<file path="config.mk">
export PLATFORM = sky130hd
export DESIGN_NAME = flight_mission_sequencer
export DESIGN_NICKNAME = d
export VERILOG_FILES = /design/src/rtl/flight_mission_sequencer.sv
export SDC_FILE = /design/constraint.sdc
export NUM_CORES = 1
export LEC_CHECK = 0
export CAP_MARGIN = 40
export CORE_MARGIN = 3
export CORE_UTILIZATION = 42
export DETAILED_ROUTE_END_ITERATION = 6
export GPL_TIMING_DRIVEN = 0
export PLACE_DENSITY = 0.66
export SLEW_MARGIN = 20
export SYNTH_ARGS = -nofsm -noshare
export SYNTH_HDL_FRONTEND = slang
export SYNTH_SLANG_ARGS = --single-unit
</file>
<file path="constraint.sdc">
create_clock -name clk -period 2.25 [get_ports clk]
set_input_delay 0.45 -clock clk [delete_from_list [all_inputs] [get_ports clk]]
set_output_delay 0.45 -clock clk [all_outputs]
set_load 0.03 [all_outputs]
</file>
<file path="src/rtl/flight_mission_sequencer.sv">
// flight_mission_sequencer
//   Mission-level sequencer in front of an autopilot core. Waypoint altitudes
//   are queued in a small FIFO; on start each waypoint is handed to the
//   autopilot with a reset / load handshake and flown until the autopilot
//   reports it reached. Faults park the sequencer until abort.
//
//   Optional build macro: MISSION_TIMEOUT_EN adds a per-waypoint FLY
//   watchdog of TIMEOUT cycles that forces FAULT when it expires.
//
// Parameters
//   DEPTH       waypoint FIFO entries (power of two, 2..8)
//   TIMEOUT     max FLY cycles per waypoint (1..255), used with the macro
// Ports
//   clk, rst              clock, synchronous active-high reset
//   wp_valid/wp_alt       waypoint push request and 6-bit altitude
//   wp_ready              FIFO not full (push accepted on wp_valid&&wp_ready)
//   wp_reject             pulse: accepted push dropped (altitude < 10)
//   start, abort          begin mission / cancel mission and flush FIFO
//   ap_rst, ap_load       autopilot reset and target-valid strobe
//   ap_alt                target altitude, holds last loaded value
//   ap_reached, ap_fault  autopilot status, sampled only in FLY
//   busy, done, fault     mission status (done is a pulse, fault a level)
//   wp_count              waypoints reached this mission (saturates at 7)

module flight_mission_sequencer #(
    parameter int unsigned DEPTH   = 4,
    parameter int unsigned TIMEOUT = 200
) (
    input  logic       clk,
    input  logic       rst,
    input  logic       wp_valid,
    input  logic [5:0] wp_alt,
    output logic       wp_ready,
    output logic       wp_reject,
    input  logic       start,
    input  logic       abort,
    output logic       ap_rst,
    output logic       ap_load,
    output logic [5:0] ap_alt,
    input  logic       ap_reached,
    input  logic       ap_fault,
    output logic       busy,
    output logic       done,
    output logic       fault,
    output logic [2:0] wp_count
);

    localparam int unsigned AW = (DEPTH > 1) ? $clog2(DEPTH) : 1;
    localparam int unsigned CW = AW + 1;

    if (DEPTH < 2 || DEPTH > 8 || (DEPTH & (DEPTH - 1)) != 0 ||
        TIMEOUT < 1 || TIMEOUT > 255) begin : g_bad_param
        $error("flight_mission_sequencer: DEPTH or TIMEOUT out of range");
    end

    typedef enum logic [2:0] {
        S_IDLE,
        S_ARM,
        S_LOAD,
        S_FLY,
        S_NEXT,
        S_DONE,
        S_FAULT
    } state_t;

    state_t        state_q, state_d;

    logic [5:0]    mem_q [DEPTH];
    logic [AW-1:0] wr_ptr_q, rd_ptr_q;
    logic [CW-1:0] count_q, count_d;

    logic          wp_ready_q, wp_reject_q;
    logic          ap_rst_q, ap_load_q;
    logic [5:0]    ap_alt_q;
    logic          busy_q, done_q, fault_q;
    logic [2:0]    wp_count_q;

    logic          push_acc, push_store, pop;

`ifdef MISSION_TIMEOUT_EN
    logic [7:0]    timer_q;
`endif

    always_comb begin
        // wp_ready_q mirrors registered occupancy, so a full FIFO refuses a
        // push even in the cycle it is being popped.
        push_acc   = wp_valid && wp_ready_q && !abort;
        push_store = push_acc && (wp_alt >= 6'd10);
        // The head is popped on the ARM->LOAD edge so that ap_alt and
        // ap_load are both presented during the LOAD cycle.
        pop        = (state_q == S_ARM) && !abort;

        state_d = state_q;
        case (state_q)
            S_IDLE:  if (start && count_q != '0) state_d = S_ARM;
            S_ARM:   state_d = S_LOAD;
            S_LOAD:  state_d = S_FLY;
            S_FLY: begin
                if (ap_fault)        state_d = S_FAULT;
                else if (ap_reached) state_d = S_NEXT;
`ifdef MISSION_TIMEOUT_EN
                // timer_q counts completed FLY cycles; the last allowed
                // cycle is the one where it equals TIMEOUT-1.
                else if (timer_q == 8'(TIMEOUT - 1)) state_d = S_FAULT;
`endif
            end
            S_NEXT:  state_d = (count_q == '0) ? S_DONE : S_ARM;
            S_DONE:  state_d = S_IDLE;
            S_FAULT: state_d = S_FAULT;
            default: state_d = S_IDLE;
        endcase
        if (abort) state_d = S_IDLE;

        count_d = count_q;
        if (abort) begin
            count_d = '0;
        end else begin
            case ({push_store, pop})
                2'b10:   count_d = count_q + CW'(1);
                2'b01:   count_d = count_q - CW'(1);
                default: count_d = count_q;
            endcase
        end
    end

    always_ff @(posedge clk) begin
        if (rst) begin
            state_q     <= S_IDLE;
            wr_ptr_q    <= '0;
            rd_ptr_q    <= '0;
            count_q     <= '0;
            wp_ready_q  <= 1'b0;
            wp_reject_q <= 1'b0;
            ap_rst_q    <= 1'b0;
            ap_load_q   <= 1'b0;
            ap_alt_q    <= '0;
            busy_q      <= 1'b0;
            done_q      <= 1'b0;
            fault_q     <= 1'b0;
            wp_count_q  <= '0;
`ifdef MISSION_TIMEOUT_EN
            timer_q     <= '0;
`endif
        end else begin
            state_q <= state_d;
            count_q <= count_d;

            if (abort) begin
                wr_ptr_q <= '0;
                rd_ptr_q <= '0;
            end else begin
                if (push_store) begin
                    mem_q[wr_ptr_q] <= wp_alt;
                    wr_ptr_q        <= wr_ptr_q + AW'(1);
                end
                if (pop) begin
                    ap_alt_q <= mem_q[rd_ptr_q];
                    rd_ptr_q <= rd_ptr_q + AW'(1);
                end
            end

`ifdef MISSION_TIMEOUT_EN
            if (abort || state_q == S_LOAD) timer_q <= '0;
            else if (state_q == S_FLY)      timer_q <= timer_q + 8'd1;
`endif

            if (state_q == S_IDLE && state_d == S_ARM) begin
                wp_count_q <= '0;
            end else if (state_d == S_NEXT && wp_count_q != 3'd7) begin
                wp_count_q <= wp_count_q + 3'd1;
            end

            // Status outputs are registered from the next state so they line
            // up with the state they describe.
            wp_ready_q  <= (count_d != CW'(DEPTH));
            wp_reject_q <= push_acc && !push_store;
            ap_rst_q    <= abort || (state_d == S_ARM) || (state_d == S_FAULT);
            ap_load_q   <= (state_d == S_LOAD);
            busy_q      <= !(state_d inside {S_IDLE, S_DONE, S_FAULT});
            done_q      <= (state_d == S_DONE);
            fault_q     <= (state_d == S_FAULT);
        end
    end

    assign wp_ready  = wp_ready_q;
    assign wp_reject = wp_reject_q;
    assign ap_rst    = ap_rst_q;
    assign ap_load   = ap_load_q;
    assign ap_alt    = ap_alt_q;
    assign busy      = busy_q;
    assign done      = done_q;
    assign fault     = fault_q;
    assign wp_count  = wp_count_q;

endmodule

</file>
**Yosys cells after proc, flatten, opt, wreduce, memory -nomap -nowiden**

Memories as Yosys holds them, arrays and structs flattened. A register that Yosys moved wholly into a read port is not among the register bits.
Index checks and enable logic that the tools add are counted.

- Flip-flop bits (word level): 20
- Latch bits: 0
- Bits in writable memories: 24
- ROM bits: 0
- Input port bits: 13
- Output and inout port bits: 16
- Word-level logic and storage cells: 67
- Memories: 1

- Add/subtract/negate cells: 5
- Multiply operators: 0
- Div/mod/pow operators: 0
- Order comparisons: 1
- Eq/ne operators: 14
- Shift-type cells: 0
- Mux-type cells: 12
- Bitwise logic cells: 1
- Reduce and logical (&&, ||, !) cells: 21

Memory list:

| memory | words | bits a word | rd ports | clocked after memory_dff | wr ports | line | RTL |
|---|---|---|---|---|---|---|---|
| mem_q | 4 | 6 | 1 | 1 | 1 | 68 | `logic [5:0] mem_q [DEPTH];` |

Operators with widths:

| kind | count |
|---|---|
| $mux W3 | 6 |
| $pmux W3 S6 | 1 |
| $eq A3 B3 Y1 const B | 5 |
| $eq A3 B2 Y1 const B | 3 |
| $logic_not A3 Y1 | 3 |
| $logic_and A1 B1 Y1 | 8 |
| $add A3 B1 Y3 const B | 2 |
| $eq A3 B1 Y1 const B | 2 |
| $ge A6 B4 Y1 const B | 1 |
| $ne A3 B3 Y1 const B | 2 |
| $pmux W3 S2 | 1 |
| $reduce_bool A3 Y1 | 2 |
| $add A2 B1 Y2 const B | 2 |
| $mux W1 | 4 |
| $reduce_or A2 Y1 | 2 |
| $logic_not A1 Y1 | 3 |
| $sub A3 B1 Y3 const B | 1 |
| $eq A2 B1 Y1 const B | 1 |
| $eq A2 B2 Y1 const B | 1 |
| $logic_or A1 B1 Y1 | 2 |
| $reduce_and A2 Y1 | 1 |
| $not A1 Y1 | 1 |

**Logic depth before layout (Yosys ltp)**

Gate-level depths: netlist of run 1.

- Depth after elaboration: 8
- Depth in mapped cells: 10

**Worst setup path after synthesis of run 1**

OpenSTA, ideal clock, no wires.

- Path type: register -> register
- Start point: register wp_ready_q (netlist: wp_ready)
- End point: register wp_ready_q (netlist: wp_ready)
- Setup time: 0.128 ns
- Arrival time: 2.095 ns
- Path slack: 0.028 ns
- Cell stages (with the launch flop): 11
- Path buffers: 0
- Period minus slack after synthesis: 2.222 ns
- Cell sequence: dfxtp_1 nand2_1 a21oi_1 nand2b_1 ha_1 fa_1 xnor2_1 nor2_1 xnor2_1 nor3_1 nor2_1

- Word-level cells in the longest chain between the ends: 7
- Elaborated cells on any way between the ends: 8

RTL lines:

| element | line | RTL |
|---|---|---|
| start: declaration | 72 | `logic wp_ready_q, wp_reject_q;` |
| start signal: assignment | 175 | `wp_ready_q <= (count_d != CW'(DEPTH));` |
| $logic_and A1 B1 Y1 (*) (2 in a row) | 87 | `push_acc = wp_valid && wp_ready_q && !abort;` |
| $logic_and A1 B1 Y1 (*) | 88 | `push_store = push_acc && (wp_alt >= 6'd10);` |
| $eq A2 B1 Y1 / $eq A2 B2 Y1 (equally long branches) | 118 | `case ({push_store, pop})` |
| $pmux W3 S2 (*) | 118 |  |
| $mux W3 (*) | 115 | `if (abort) begin` |
| $ne A3 B3 Y1 (*) | 175 |  |

Every way passes the cells marked *; elsewhere a longest branch is shown, timed or not.
A chain may end at the register's enable or synchronous reset.

**Final worst setup path of run 1**

- Start point: input port wp_valid
- End point: register wp_ready_q (netlist: wp_ready)

- Word-level cells in the longest chain between the ends: 7
- Elaborated cells on any way between the ends: 8

RTL lines:

| element | line | RTL |
|---|---|---|
| start: declaration | 31 | `input logic wp_valid,` |
| $logic_and A1 B1 Y1 (*) (2 in a row) | 87 |  |
| $logic_and A1 B1 Y1 (*) | 88 |  |
| $eq A2 B1 Y1 / $eq A2 B2 Y1 (equally long branches) | 118 |  |
| $pmux W3 S2 (*) | 118 |  |
| $mux W3 (*) | 115 |  |
| $ne A3 B3 Y1 (*) | 175 |  |

Marked as above.

==> results of run 1 <==
-- Yosys cell counts, types with 3 or more instances --
| cell | number | area [um^2] |
|---|---|---|
| edfxtp_1 | 24 | 721 |
| dfxtp_1 | 26 | 521 |
| and2_1 | 4 | 25.0 |
| xnor2_1 | 6 | 52.6 |
| nor3_1 | 4 | 20.0 |
| clkbuf_1 | 3 | 11.3 |
| nor2_1 | 29 | 109 |
| nand2_1 | 9 | 33.8 |
| mux2i_1 | 11 | 110 |
| mux4_2 | 6 | 135 |
| ha_1 | 7 | 87.6 |
-- worst register-to-register path, stage by stage (launching register included) --
cell and delay (ns):
dfxtp_2 0.40, nor2b_4 0.19, nor3b_4 0.19, buf_6 0.14, ha_4 0.15, fa_2 0.44, nor2_1 0.10, a22oi_1 0.08
nor3_2 0.16, nor2_1 0.06
-- per-layer routing --
layer | part of all wire | wire length [um]
met2 | 0.52 | 2070
met1 | 0.43 | 1710
met3 | 0.041 | 162
met4 | 0.0088 | 35
met5 | 0 | 0
-- power breakdown --
| group | switching [mW] | leakage, nW | internal, mW |
|---|---|---|---|
| sequential | 0.00388 | 0.427 | 0.957 |
| combinational | 0.0469 | 0.473 | 0.0399 |
| clock | 0.264 | 0.0482 | 0.248 |
| total | 0.315 | 0.949 | 1.24 |
-- repair_timing --
item	CTS	global route
hold endpoints to repair	0	0
pin swaps	1	4
endpoints found under the setup margin	3	2
gates resized for setup	10	11
buffers inserted	4	3
hold buffers	0	0
-- logic make-up after synthesis --
| kind of cell | after synthesis |
|---|---|
| flops | 50 |
| xor+xnor | 8 |
| mux | 17 |
| fa+ha+maj | 8 |
| compound gates | 12 |
| buf+inv | 10 |
| simple gates | 62 |
-- final timing paths --
| kind | to | slack (ns) | cells past startpoint |
|---|---|---|---|
| worst max-delay path | wp_ready | 0.07 | 11 |
| worst min-delay path | wp_count[1] | 0.49 | 2 |
| worst max register to register | wp_ready | 0.20 | 9 |
| worst min register to register | wp_count[1] | 0.49 | 2 |
-- placed cells by master, fill, tap and decap left out, types with 5 or more instances in the layout --
cell             instances
nand2_1                  8
nor2_1                  28
ha_1                     6
dfxtp_1                 24
mux2i_1                 11
dlygate4sd2_1            5
clkbuf_8                 6
clkdlybuf4s50_1         22
buf_4                    8
mux4_2                   6
edfxtp_1                24
-- stage by stage --
step | util | area [um^2] | std cells
floorplan | - | 2130 | 167
global placement | 0.516 | 2490 | 261
detailed placement | 0.516 | 2490 | 261
CTS | 0.542 | 2610 | 273
global route | 0.558 | 2690 | 276
finish | 0.558 | 2690 | 276
-- state kept, by name (all words and copies together), names as in the netlist, 2 cells and up --
register and cells:
mem_q 24, ap_alt 6, count_q 3, state_q 3, wp_count 3, rd_ptr_q 2, wr_ptr_q 2
-- cell type report --
type / count / area, um^2
clock buffer: 7 / 86.3
sequential: 50 / 1240
tap: 67 / 83.8
buffer: 8 / 50.0
inverter: 2 / 7.51
timing repair buffer: 34 / 317
fill: 418 / 2130
multi-input combinational: 107 / 896
clock inverter: 1 / 5.00
==> metrics.csv, run 1 <==
stage,metric,value,unit
outcome,status,"complete, no violations",
synthesis,Post-synth EDFFs,24,
detailed_routing,remaining antenna violation count after routing,0,
timing,Slew HR,0.661,
setup_path,Max stage delay on crit path,0.47,ns
synthesis,Synth Instances,167,
floorplanning,Ports,29,
detailed_routing,DRC,0,
cts,"Reg clk slew, reported paths",0.08,ns
timing,Final period util,0.970,
floorplanning,die height,77.3,um
detailed_routing,per-cell routed wire length,14.4,um
synthesis,adder-cell share of the synthesized area,0.0505,
floorplanning,full die area,5970,um^2
layout,Final nets,229,
global_routing,vias in the first global route,1362,
cts,clk sinks,50,
global_routing,gr usage total,0.141,
synthesis,register area share after synthesis,0.582,
job,number of max-cap violations,0,
global_routing,total global routing overflow,0,
setup_path,Crit Path Class,in -> reg,
timing,PnR worst setup slack,0.0673,ns
synthesis,Synth Area in Compound Gates,0.0393,
synthesis,syn_area_per_cell,12.8,um^2
setup_path,WP data required,2.41,ns
detailed_routing,Pre-antenna DRT Iters,5,
setup_path,top cell family by delay on the critical path,adder cells,
synthesis,synthesized area,2130,um^2
placement,dpl ws,-0.866,ns
cts,CTS tree,done,
cts,Clock Latency Late Sink,0.29,ns
cts,Clock H-tree levels,2,
floorplanning,Initial Util,0.443,
synthesis,post-synth cell types,40,
setup_path,crit path max-delay cell type,clkdlybuf4s50_1,
timing,Worst Hold Slack,0.491,ns
timing,Clock Skew,0.00585,ns
detailed_routing,Vias,1380,
power,Max VDD drop,0.427,mV
cts,clock root buffer,clkbuf_8,
layout,layout cell share with drive strength beyond 1,0.211,
floorplanning,Die Width,77.3,um
setup_path,cell mode on critical path,xnor2_2,
placement,GPL Wtd Cong,0.716,
setup_path,RR Startpoint,state_q[0],
global_routing,largest net degree at the start of global routing,15,
synthesis,predominant post-synthesis flop cell,dfxtp_1,
synthesis,simple-gate share of the synthesized area,0.155,
synthesis,largest family of logic cells by synthesized area,simple AND/OR/NAND/NOR gates,
detailed_routing,DR vias/cell,5.00,
placement,PortBufs,27,
setup_path,Crit. End Element,register,
timing,setup_tns,0,ns
setup_path,Critical Path Start,wp_valid,
synthesis,xor/xnor share of the synthesized area,0.0329,
worst_hold_path,Worst Hold Launch,wp_count[1],
setup_path,CP Launch Type,primary input,
floorplanning,Site Rows,25,
floorplanning,core footprint,4820,um^2
global_routing,global-route wire length before repair,6450,um
cts,Max Root-Sink Buffers,2,
power,P per Cell Area,580,nW/um^2
timing,Final min period,2.18,ns
setup_path,crit path cell chain,"clkdlybuf4s50_1, nand2_2, a21oi_2, nand2b_1, ha_4, fa_2, xnor2_2, nor2_2, xnor2_2, nor3_2, nor2_1",
placement,Post-DP HPWL,2960,um
synthesis,"Async S/R FF share, synth",0,
layout,Synth-to-Final Area Change,26.1,%
global_routing,met1 Usage GRT,0.173,
global_routing,GR Util met2,0.239,
detailed_routing,DRT Wirelength,3970,um
worst_hold_path,HP Class,reg -> reg,
synthesis,multiplexer area fraction after synthesis,0.115,
synthesis,Synthesis Warnings,0,
timing,worst slew pin tran,0.508,ns
setup_path,Worst Path Arrival,2.34,ns
timing,max-slew violations,0,
detailed_routing,1st-iter DRT viols,50,
synthesis,"FF+latch count, synth",50,
synthesis,Synth Net Count,188,
global_routing,initial antenna violation count,0,
timing,final hold vios,0,
layout,number of diodes,0,
timing,RSZ-0062 raised after global routing,false,
setup_path,CP Max Fanout,3,
power,LEAKAGE,0.949,nW
timing,"Setup violations, final",0,
cts,TritonCTS buffer count,5,
global_routing,grt met3 use,0.0469,
power,Final Power,1.56,mW
global_routing,busiest grt layer,met2,
setup_path,Buf/Inv on CP,1,
timing,fmax,0.458,GHz
No activity file was read; power rests on OpenSTA's default activity.
==> inputs of run 2 (changes only) <==
MAX_ROUTING_LAYER = met4   (was not set)
==> run 2 against run 1 <==
  * Sequential cell count unchanged
  * First-iteration DRC count up 2.0%
  * Clock power about the same
  * Critical path type unchanged
  * Critical path depth unchanged
  * Sequential share of layout area unchanged
  * Maximum frequency up 0.16%
  * Die area unchanged
==> metrics.csv, run 2 (same netlist as run 1, synthesis figures left out) <==
stage,metric,value,unit,change
outcome,status,"complete, no violations",,
setup_path,cell mode on critical path,xnor2_2,,
detailed_routing,DRC,0,,unchanged
timing,Clock Skew,0.00655,ns,+0.000698 ns
timing,"Setup violations, final",0,,unchanged
timing,worst slew pin tran,0.501,ns,-0.00758 ns
detailed_routing,DRT Wirelength,3970,um,about the same
timing,Final min period,2.18,ns,-0.00343 ns
floorplanning,die height,77.3,um,unchanged
layout,fin util,0.558,,unchanged
layout,layout cell share with drive strength beyond 1,0.211,,unchanged
placement,Post-DP HPWL,2960,um,unchanged
floorplanning,Die Width,77.3,um,unchanged
timing,final hold vios,0,,unchanged
worst_hold_path,HP Class,reg -> reg,,
placement,PortBufs,27,,unchanged
detailed_routing,Vias,1374,,-0.43%
setup_path,crit path max-delay cell type,clkdlybuf4s50_1,,
setup_path,crit path cell chain,"clkdlybuf4s50_1, nand2_2, a21oi_2, nand2b_1, ha_4, fa_2, xnor2_2, nor2_2, xnor2_2, nor3_2, nor2_1",,
global_routing,global-route wire length before repair,6450,um,unchanged
timing,Worst Hold Slack,0.491,ns,+0.0000730 ns
cts,Max Root-Sink Buffers,2,,unchanged
layout,Post-Layout Cell Count,276,,unchanged
detailed_routing,per-cell routed wire length,14.4,um,about the same
timing,max-slew violations,0,,unchanged
timing,Final period util,0.969,,-0.00153
timing,Slew HR,0.666,,+0.00505
setup_path,WP data required,2.41,ns,about the same
placement,DP Cell Count,261,,unchanged
detailed_routing,DR vias/cell,4.98,,-0.43%
cts,clock root buffer,clkbuf_8,,
power,LEAKAGE,0.949,nW,unchanged
floorplanning,Ports,29,,unchanged
detailed_routing,Pre-antenna DRT Iters,4,,-1
setup_path,CP Max Fanout,3,,unchanged
cts,clk sinks,50,,unchanged
global_routing,largest net degree at the start of global routing,15,,unchanged
global_routing,vias in the first global route,1360,,-0.15%
setup_path,Crit Path Class,in -> reg,,
cts,Clock Latency Late Sink,0.29,ns,about the same
cts,TritonCTS buffer count,5,,unchanged
placement,GPL Wtd Cong,0.725,,+1.2%
layout,most frequent cells in the layout,"nor2_1 (28), dfxtp_1 (24), edfxtp_1 (24)",,
detailed_routing,remaining antenna violation count after routing,0,,unchanged
setup_path,Worst Path Arrival,2.34,ns,about the same
job,number of max-cap violations,0,,unchanged
layout,"commonest non-fill, non-tap cell in the layout",nor2_1,,
cts,hold_buf cts,0,,unchanged
cts,Clock H-tree levels,2,,unchanged
global_routing,initial antenna violation count,0,,unchanged
layout,Synth-to-Final Area Change,26.1,%,unchanged
layout,"Most flops, register",mem_q,,
layout,number of diodes,0,,unchanged
power,P per Cell Area,581,nW/um^2,+0.17%
timing,fmax,0.459,GHz,+0.16%
floorplanning,Site Rows,25,,unchanged
floorplanning,core footprint,4820,um^2,unchanged
setup_path,top cell family by delay on the critical path,adder cells,,
cts,"Reg clk slew, reported paths",0.08,ns,about the same
setup_path,CP Launch Type,primary input,,
detailed_routing,1st-iter DRT viols,51,,+2.0%
setup_path,Crit. End Element,register,,
timing,RSZ-0062 raised after global routing,false,,
global_routing,gr usage total,0.145,,+0.00399
setup_path,Buf/Inv on CP,1,,unchanged
global_routing,total global routing overflow,0,,unchanged
layout,Final nets,229,,unchanged
floorplanning,Initial Util,0.443,,unchanged
floorplanning,full die area,5970,um^2,unchanged
layout,max reg flops,24,,unchanged
cts,CTS tree,done,,
setup_path,Max stage delay on crit path,0.47,ns,about the same
power,Max VDD drop,0.427,mV,+0.12%
## run 2: cell counts in the layout (fill, tap and decap cells not counted)
No cell type changed its count.
## run 2: timing repair
item	CTS	global route
pin swaps	1	4
setup buffers	4	3
gates cloned	0	0
gates resized for setup	10	11
endpoints found under the setup margin	3	2
## run 2: final timing paths
check	endpoint	slack (ns)	from	cells after the start
max	wp_ready	0.07	wp_valid	11
min	wp_count[1]	0.49	wp_count[1]	2
max reg2reg	wp_ready	0.20	state_q[0]	9
min reg2reg	wp_count[1]	0.49	wp_count[1]	2
## run 2: layer usage
layer,share of wire,track usage,vias up
met3,0.048,0.0469,2
met1,0.42,0.174,668
met2,0.53,0.238,36
met5,0,-,-
met4,0.0048,0.0320,0
li1,-,-,668
## run 2: final cells by class
cell class              instances  area [um^2]
multi-input cells             107          896
repair buffers                 34          317
well taps                      67         83.8
fillers                       418         2130
flip-flops and latches         50         1240
clock inverters                 1         5.00
clock buffers                   7         86.3
plain buffers                   8         50.0
inverters                       2         7.51
## run 2: through the flow
stage | total power, mW | setup slack [ns] | instance area [um^2] | setup TNS [ns]
3_3_place_gp | 1.06 | -0.763 | 2490 | -2.86
2_1_floorplan | 1.02 | 0.0278 | 2130 | 0
6_report | 1.56 | 0.0707 | 2690 | 0
5_1_grt | 1.63 | 0.0101 | 2690 | 0
4_1_cts | 1.57 | 0.00850 | 2610 | 0
3_5_place_dp | 1.06 | -0.866 | 2490 | -4.18
## run 2: power by group
group	internal, mW	switching, mW	leakage [nW]	total, mW
Clock	0.248	0.266	0.0482	0.515
Sequential	0.957	0.00385	0.427	0.961
Combinational	0.0400	0.0469	0.473	0.0868
## run 2: worst min-delay path, cell delays in order (launching register included)
cell     delay, ns
dfxtp_1       0.33
nand2_1       0.06
mux2i_1       0.06
==> inputs of run 3 (changes only) <==
CAP_MARGIN = 20   (was 40)
SLEW_MARGIN = 15   (was 20)
==> results of run 3 <==
Final layout, timing and power as in run 2 (identical DEF).
